==> config.mk <==
export PLATFORM = sky130hd
export DESIGN_NAME = ice40_reset_seq
export DESIGN_NICKNAME = d
export VERILOG_FILES = /design/src/rtl/ice40_reset_seq.sv
export SDC_FILE = /design/constraint.sdc
export NUM_CORES = 1
export LEC_CHECK = 0
export BUFFER_PORTS_ARGS = -buffer_cell sky130_fd_sc_hd__buf_2
export CELL_PAD_IN_SITES_DETAIL_PLACEMENT = 1
export CELL_PAD_IN_SITES_GLOBAL_PLACEMENT = 1
export CORE_UTILIZATION = 45
export DETAILED_ROUTE_END_ITERATION = 16
export PLACE_DENSITY = 0.85
export REMOVE_ABC_BUFFERS = 1
export SLEW_MARGIN = 20
export SYNTH_ARGS = -nofsm -noshare
export SYNTH_HDL_FRONTEND = slang
export SYNTH_SLANG_ARGS = --single-unit
==> constraint.sdc <==
create_clock -name clk -period 2.03 [get_ports clk]
set_input_delay 0 -clock clk [delete_from_list [all_inputs] [get_ports clk]]
set_output_delay 0 -clock clk [all_outputs]
set_load 0.01 [all_outputs]
==> src/rtl/ice40_reset_seq.sv <==
`default_nettype none
// ---------------------------------------------------------------------------
// ice40_reset_seq : staged, synchronously released resets for iCE40 designs
// Revision 1.0
// ---------------------------------------------------------------------------
module ice40_reset_seq #(
  parameter int NUM_CHAN    = 4,
  parameter int HOLD_CYCLES = 255,
  parameter int STAGE_GAP   = 16,
  parameter int SYNC_STAGES = 2
) (
  input  logic                clk,
  input  logic                resetn,
  input  logic                pll_lock,
  input  logic                soft_rst_req,
  output logic [NUM_CHAN-1:0] chan_resetn,
  output logic                all_released,
  output logic                busy,
  output logic [1:0]          rst_cause
);

  localparam int HW = (HOLD_CYCLES > 1) ? $clog2(HOLD_CYCLES) : 1;
  localparam int GW = (STAGE_GAP > 1) ? $clog2(STAGE_GAP) : 1;
  localparam int IW = (NUM_CHAN > 1) ? $clog2(NUM_CHAN) : 1;

  localparam logic [HW-1:0] HOLD_LAST  = HW'(HOLD_CYCLES - 1);
  localparam logic [GW-1:0] GAP_LAST   = GW'(STAGE_GAP - 1);
  localparam logic [IW-1:0] IDX_LAST   = IW'(NUM_CHAN - 1);
  localparam logic [1:0]    CAUSE_POR  = 2'd0;
  localparam logic [1:0]    CAUSE_SOFT = 2'd1;
  localparam logic [1:0]    CAUSE_LOCK = 2'd2;

  typedef enum logic [1:0] {
    S_IDLE    = 2'd0,
    S_HOLD    = 2'd1,
    S_RELEASE = 2'd2,
    S_RUN     = 2'd3
  } state_e;

  logic [SYNC_STAGES-1:0] rst_sync_q;
  logic [SYNC_STAGES-1:0] lock_sync_q;
  logic                   rst_sync;
  logic                   lock_s;

  state_e                 state_q, state_d;
  logic [HW-1:0]          hold_q, hold_d;
  logic [GW-1:0]          gap_q, gap_d;
  logic [IW-1:0]          idx_q, idx_d;
  logic [NUM_CHAN-1:0]    chan_q, chan_d;
  logic [1:0]             cause_q, cause_d;

  // Both chains clear asynchronously; deassertion of resetn reaches the FSM only through rst_sync.
  always_ff @(posedge clk or negedge resetn) begin
    if (!resetn) begin
      rst_sync_q  <= '0;
      lock_sync_q <= '0;
    end else begin
      rst_sync_q  <= {rst_sync_q[SYNC_STAGES-2:0], 1'b1};
      lock_sync_q <= {lock_sync_q[SYNC_STAGES-2:0], pll_lock};
    end
  end

  assign rst_sync = rst_sync_q[SYNC_STAGES-1];
  assign lock_s   = lock_sync_q[SYNC_STAGES-1];

  always_ff @(posedge clk or negedge resetn) begin
    if (!resetn) begin
      state_q <= S_IDLE;
      hold_q  <= '0;
      gap_q   <= '0;
      idx_q   <= '0;
      chan_q  <= '0;
      cause_q <= CAUSE_POR;
    end else begin
      state_q <= state_d;
      hold_q  <= hold_d;
      gap_q   <= gap_d;
      idx_q   <= idx_d;
      chan_q  <= chan_d;
      cause_q <= cause_d;
    end
  end

  always_comb begin
    state_d = state_q;
    hold_d  = hold_q;
    gap_d   = gap_q;
    idx_d   = idx_q;
    chan_d  = chan_q;
    cause_d = cause_q;

    case (state_q)
      S_IDLE: begin
        chan_d = '0;
        if (rst_sync && lock_s) begin
          state_d = S_HOLD;
          hold_d  = '0;
        end
      end

      S_HOLD: begin
        hold_d = hold_q + 1'b1;
        if (hold_q == HOLD_LAST) begin
          chan_d[0] = 1'b1;
          hold_d    = '0;
          if (NUM_CHAN == 1) begin
            state_d = S_RUN;
          end else begin
            state_d = S_RELEASE;
            idx_d   = IW'(1);
            gap_d   = '0;
          end
        end
      end

      S_RELEASE: begin
        gap_d = gap_q + 1'b1;
        if (gap_q == GAP_LAST) begin
          gap_d = '0;
          for (int k = 0; k < NUM_CHAN; k++) begin
            if (idx_q == IW'(k)) chan_d[k] = 1'b1;
          end
          if (idx_q == IDX_LAST) begin
            state_d = S_RUN;
            idx_d   = '0;
          end else begin
            idx_d = idx_q + 1'b1;
          end
        end
      end

      S_RUN: begin
        chan_d = '1;
      end

      default: begin
        state_d = S_IDLE;
        chan_d  = '0;
      end
    endcase

    // Lock loss takes priority over a simultaneous soft request.
    if (state_q != S_IDLE) begin
      if (!lock_s) begin
        state_d = S_IDLE;
        chan_d  = '0;
        hold_d  = '0;
        gap_d   = '0;
        idx_d   = '0;
        cause_d = CAUSE_LOCK;
      end else if (soft_rst_req) begin
        state_d = S_HOLD;
        chan_d  = '0;
        hold_d  = '0;
        gap_d   = '0;
        idx_d   = '0;
        cause_d = CAUSE_SOFT;
      end
    end
  end

  assign chan_resetn  = chan_q;
  assign all_released = (state_q == S_RUN);
  assign busy         = (state_q != S_RUN);
  assign rst_cause    = cause_q;

endmodule
`default_nettype wire

==> metrics.md <==
| Metric | Value |
|---|---|
| Final number of setup-violating endpoints | 0 |
| Post-Route Hold Slack | 202 ps |
| Horizontal extent of the die | 59.5 um |
| Async SR Flop Fraction | 100% |
| Number of clock sinks | 26 |
| Routed Wire Length | 3450 um |
| Largest vdd supply drop | 0.534 mV |
| Area of the die | 3540 um^2 |
| Htree depth | 1 |
| Post-route cell area | 1690 um^2 |
| Number of global-route vias before repair | 1257 |
| Clock-pin slew reported for the worst setup and hold paths after clock tree synthesis | 140 ps |
| RSZ-0062 raised after global routing | no |
| Most instantiated cells after synthesis | 26 x sky130_fd_sc_hd__dfrtp_1, 22 x sky130_fd_sc_hd__a21oi_1, 14 x sky130_fd_sc_hd__nor2_1 |
| Leakage dissipation | 0.770 nW |
| Antenna violations before repair | 0 |
| Root Driver | sky130_fd_sc_hd__clkbuf_4 |
| Count of pins over their slew limit | 0 |
| Number of DRC violations after detailed-routing iteration 0 | 54 |
| Filler cells | 385 |
| PnR Total Power | approximately 1.6 mW |
| Shortest period the worst path allows | about 1900 ps |
| I/O pins | 12 |
| Cell area after synthesis | 1490 um^2 |
| Post-CTS Setup Repair Bufs | 0 |
| Worst slew slack as a fraction of its limit | around three fifths |
| Critical path launch point type | flop |
| Transition time at the pin with the least slew margin | slightly below 600 ps |
| Cells after synthesis | 164 |
| Worst EP required | 2290 ps |
| Antenna diode count | 0 |
| Clock tree buffer depth | 2 |
| Core occupancy in the finished layout | 54.4% |
| Number of buffers inserted by port buffering | 11 |
| First-pass GRT wire length | 5980 um |
| First-pass detailed-route iteration total | 4 |
| TritonCTS clock tree | yes |
| Flip-flop and latch count after synthesis | 26 |
| F_max | 538 MHz |
| Num CTS Buffers | 3 |
| Number of synthesis warnings | 0 |
| Placed instance area | 1590 um^2 |
| Critical path arrival | around 2100 ps |
| Leading cell type by number of instances after synthesis | sky130_fd_sc_hd__dfrtp_1 |
| DRC Markers | 0 |
| Starting Density | 48.0% |
| Antenna violation net count after detailed routing | 0 |
| All-layer global routing usage | 22.6% |
| Die Y | 59.5 um |
| Half-perimeter wire length of the detailed placement result | 2500 um |
| Total power density per cell area | 960 nW/um^2 |
| Layout cells sized above 1 | 12.4% |
| Pin count of the biggest net entering global routing | 27 |
| Final global-route overflow total | 0 |
| Clock latency at the later pin of the worst-skew pair | 320 ps |
| Number of enable flip-flop cells after synthesis | 0 |
| Proportion of netlist area held by the largest area contributor | 43.7% |
| Cell type with the highest aggregate area in the netlist | sky130_fd_sc_hd__dfrtp_1 |
| Number of nets in the finished design | 195 |
| Vias per Instance | 5.59 |
| Final hold viol count | 0 |
| Class of the tightest hold or removal check | input port to asynchronous set/reset pin |
| Syn_area_per_cell | 9.08 um^2 |
| Sum Neg Setup Slack | 0 ps |
| Final period util | between 90 and 100% |
| Primary FF master, synth | sky130_fd_sc_hd__dfrtp_1 |
| Maximum clock skew at final layout | 1.67 ps |
| Crit Path Category | flop to flop |
| Seq/Total Area, Yosys | a little over two fifths |
| Library cells used by synthesis | 36 |
| Placer congestion estimate | 0.790 |
| Element type at the critical path end | flop |
| Run status | finished clean |
| Critical Path Fanout Max | 9 |
| Main area contributors after synthesis | sky130_fd_sc_hd__dfrtp_1 44%, sky130_fd_sc_hd__ha_1 11%, sky130_fd_sc_hd__a21oi_1 7.4% |
| Max Cap Viol | 0 |
| Site row count | 20 |
| Post-DR wirelength/cell | 15.6 um |
| Area delta synth->final | 13.4% |
| Core area | 3100 um^2 |
| Vias post-DR | 1236 |
==> repair_timing <==
item	4_1_cts	5_1_grt
hold buffers	3	0
endpoints found under the setup margin	0	6
hold endpoints to repair	28	0
resized for setup	0	2
==> cells in the final DEF, fill, tap and decap left out, types with 5 or more instances in the layout <==
master                    synthesis  routed
sky130_fd_sc_hd__inv_1           10      10
sky130_fd_sc_hd__nand2_1          7       7
sky130_fd_sc_hd__nor2_1          14      14
sky130_fd_sc_hd__buf_2            0      11
sky130_fd_sc_hd__nand3_1         12      12
sky130_fd_sc_hd__nor3_1           5       5
sky130_fd_sc_hd__ha_1            13      13
sky130_fd_sc_hd__dfrtp_1         26      26
sky130_fd_sc_hd__a21oi_1         22      22
sky130_fd_sc_hd__a31oi_1          6       5
==> where the power goes <==
part           switching, mW  internal, mW  leakage, nW
Sequential            0.0718         0.575        0.345
Combinational          0.397         0.218        0.397
Clock                  0.159         0.200       0.0279
Total                  0.628         0.993        0.770
==> layer usage <==
metal,routed length [um],track usage [%],vias to the layer above
li1,-,-,612
met1,1670,31.7,607
met2,1690,37.2,13
met3,65,2.62,4
met4,25,5.32,0
met5,0,0,-
==> layout make-up <==
cell class / count / area (um^2) / share of cell area [%]
Tap cell: 44 / 55.1 / 3.26
Timing Repair Buffer: 18 / 115 / 6.82
Clock buffer: 3 / 22.5 / 1.33
Clock inverter: 1 / 30.0 / 1.78
Inverter: 10 / 37.5 / 2.22
Sequential cell: 26 / 651 / 38.5
Multi-Input combinational cell: 119 / 777 / 46.0
==> metrics by stage <==
| stage | setup slack (ps) | cells |
|---|---|---|
| after floorplan | 251 | 155 |
| after global placement | 203 | 214 |
| after detailed placement | 91.7 | 214 |
| after CTS | 58.6 | 221 |
| after global routing | 44.5 | 221 |
| final | 172 | 221 |
==> flip-flops by register name, summed over array words and instances, names as in the netlist <==
| name | count |
|---|---|
| state_q | 2 |
| idx_q | 2 |
| chan_resetn | 4 |
| hold_q | 8 |
| lock_sync_q | 2 |
| rst_sync_q | 2 |
| rst_cause | 2 |
| gap_q | 4 |
==> path summary, 6_finish.rpt <==
| kind | from | to | slack (ps) | cells after the start |
|---|---|---|---|---|
| min in group clk | pll_lock | lock_sync_q[0] | 310 | 2 |
| setup / recovery | state_q[0] | idx_q[1] | 170 | 6 |
| setup reg to reg | state_q[0] | idx_q[1] | 170 | 6 |
| hold reg to reg | rst_sync_q[0] | rst_sync_q[1] | 370 | 0 |
| hold / removal | resetn | chan_resetn[1] | 200 | 2 |
| max in group asynchronous | resetn | lock_sync_q[1] | 1440 | 2 |
==> worst max-delay path, stage by stage, from the launching register on <==
cell and delay [ps]:
sky130_fd_sc_hd__dfrtp_1 470, sky130_fd_sc_hd__inv_1 110, sky130_fd_sc_hd__ha_1 430, sky130_fd_sc_hd__nor2b_1 200
sky130_fd_sc_hd__a31oi_2 310, sky130_fd_sc_hd__nand2_1 90, sky130_fd_sc_hd__a21oi_1 170
==> kinds of logic (layout without fill, tap and decap cells) <==
kind of cell / after synthesis / in the layout / share of synthesized area, %
AO/OA/AOI/OAI: 54 / 54 / 22.9
buffers and inverters: 19 / 32 / 5.04
multiplexers: 1 / 1 / 0.672
adder cells (fa/ha/maj): 13 / 13 / 10.9
flip-flops: 26 / 26 / 43.7
AND/OR/NAND/NOR: 50 / 50 / 16.6
other: 1 / 1 / 0.252
Power figures use the tool's default switching activity.
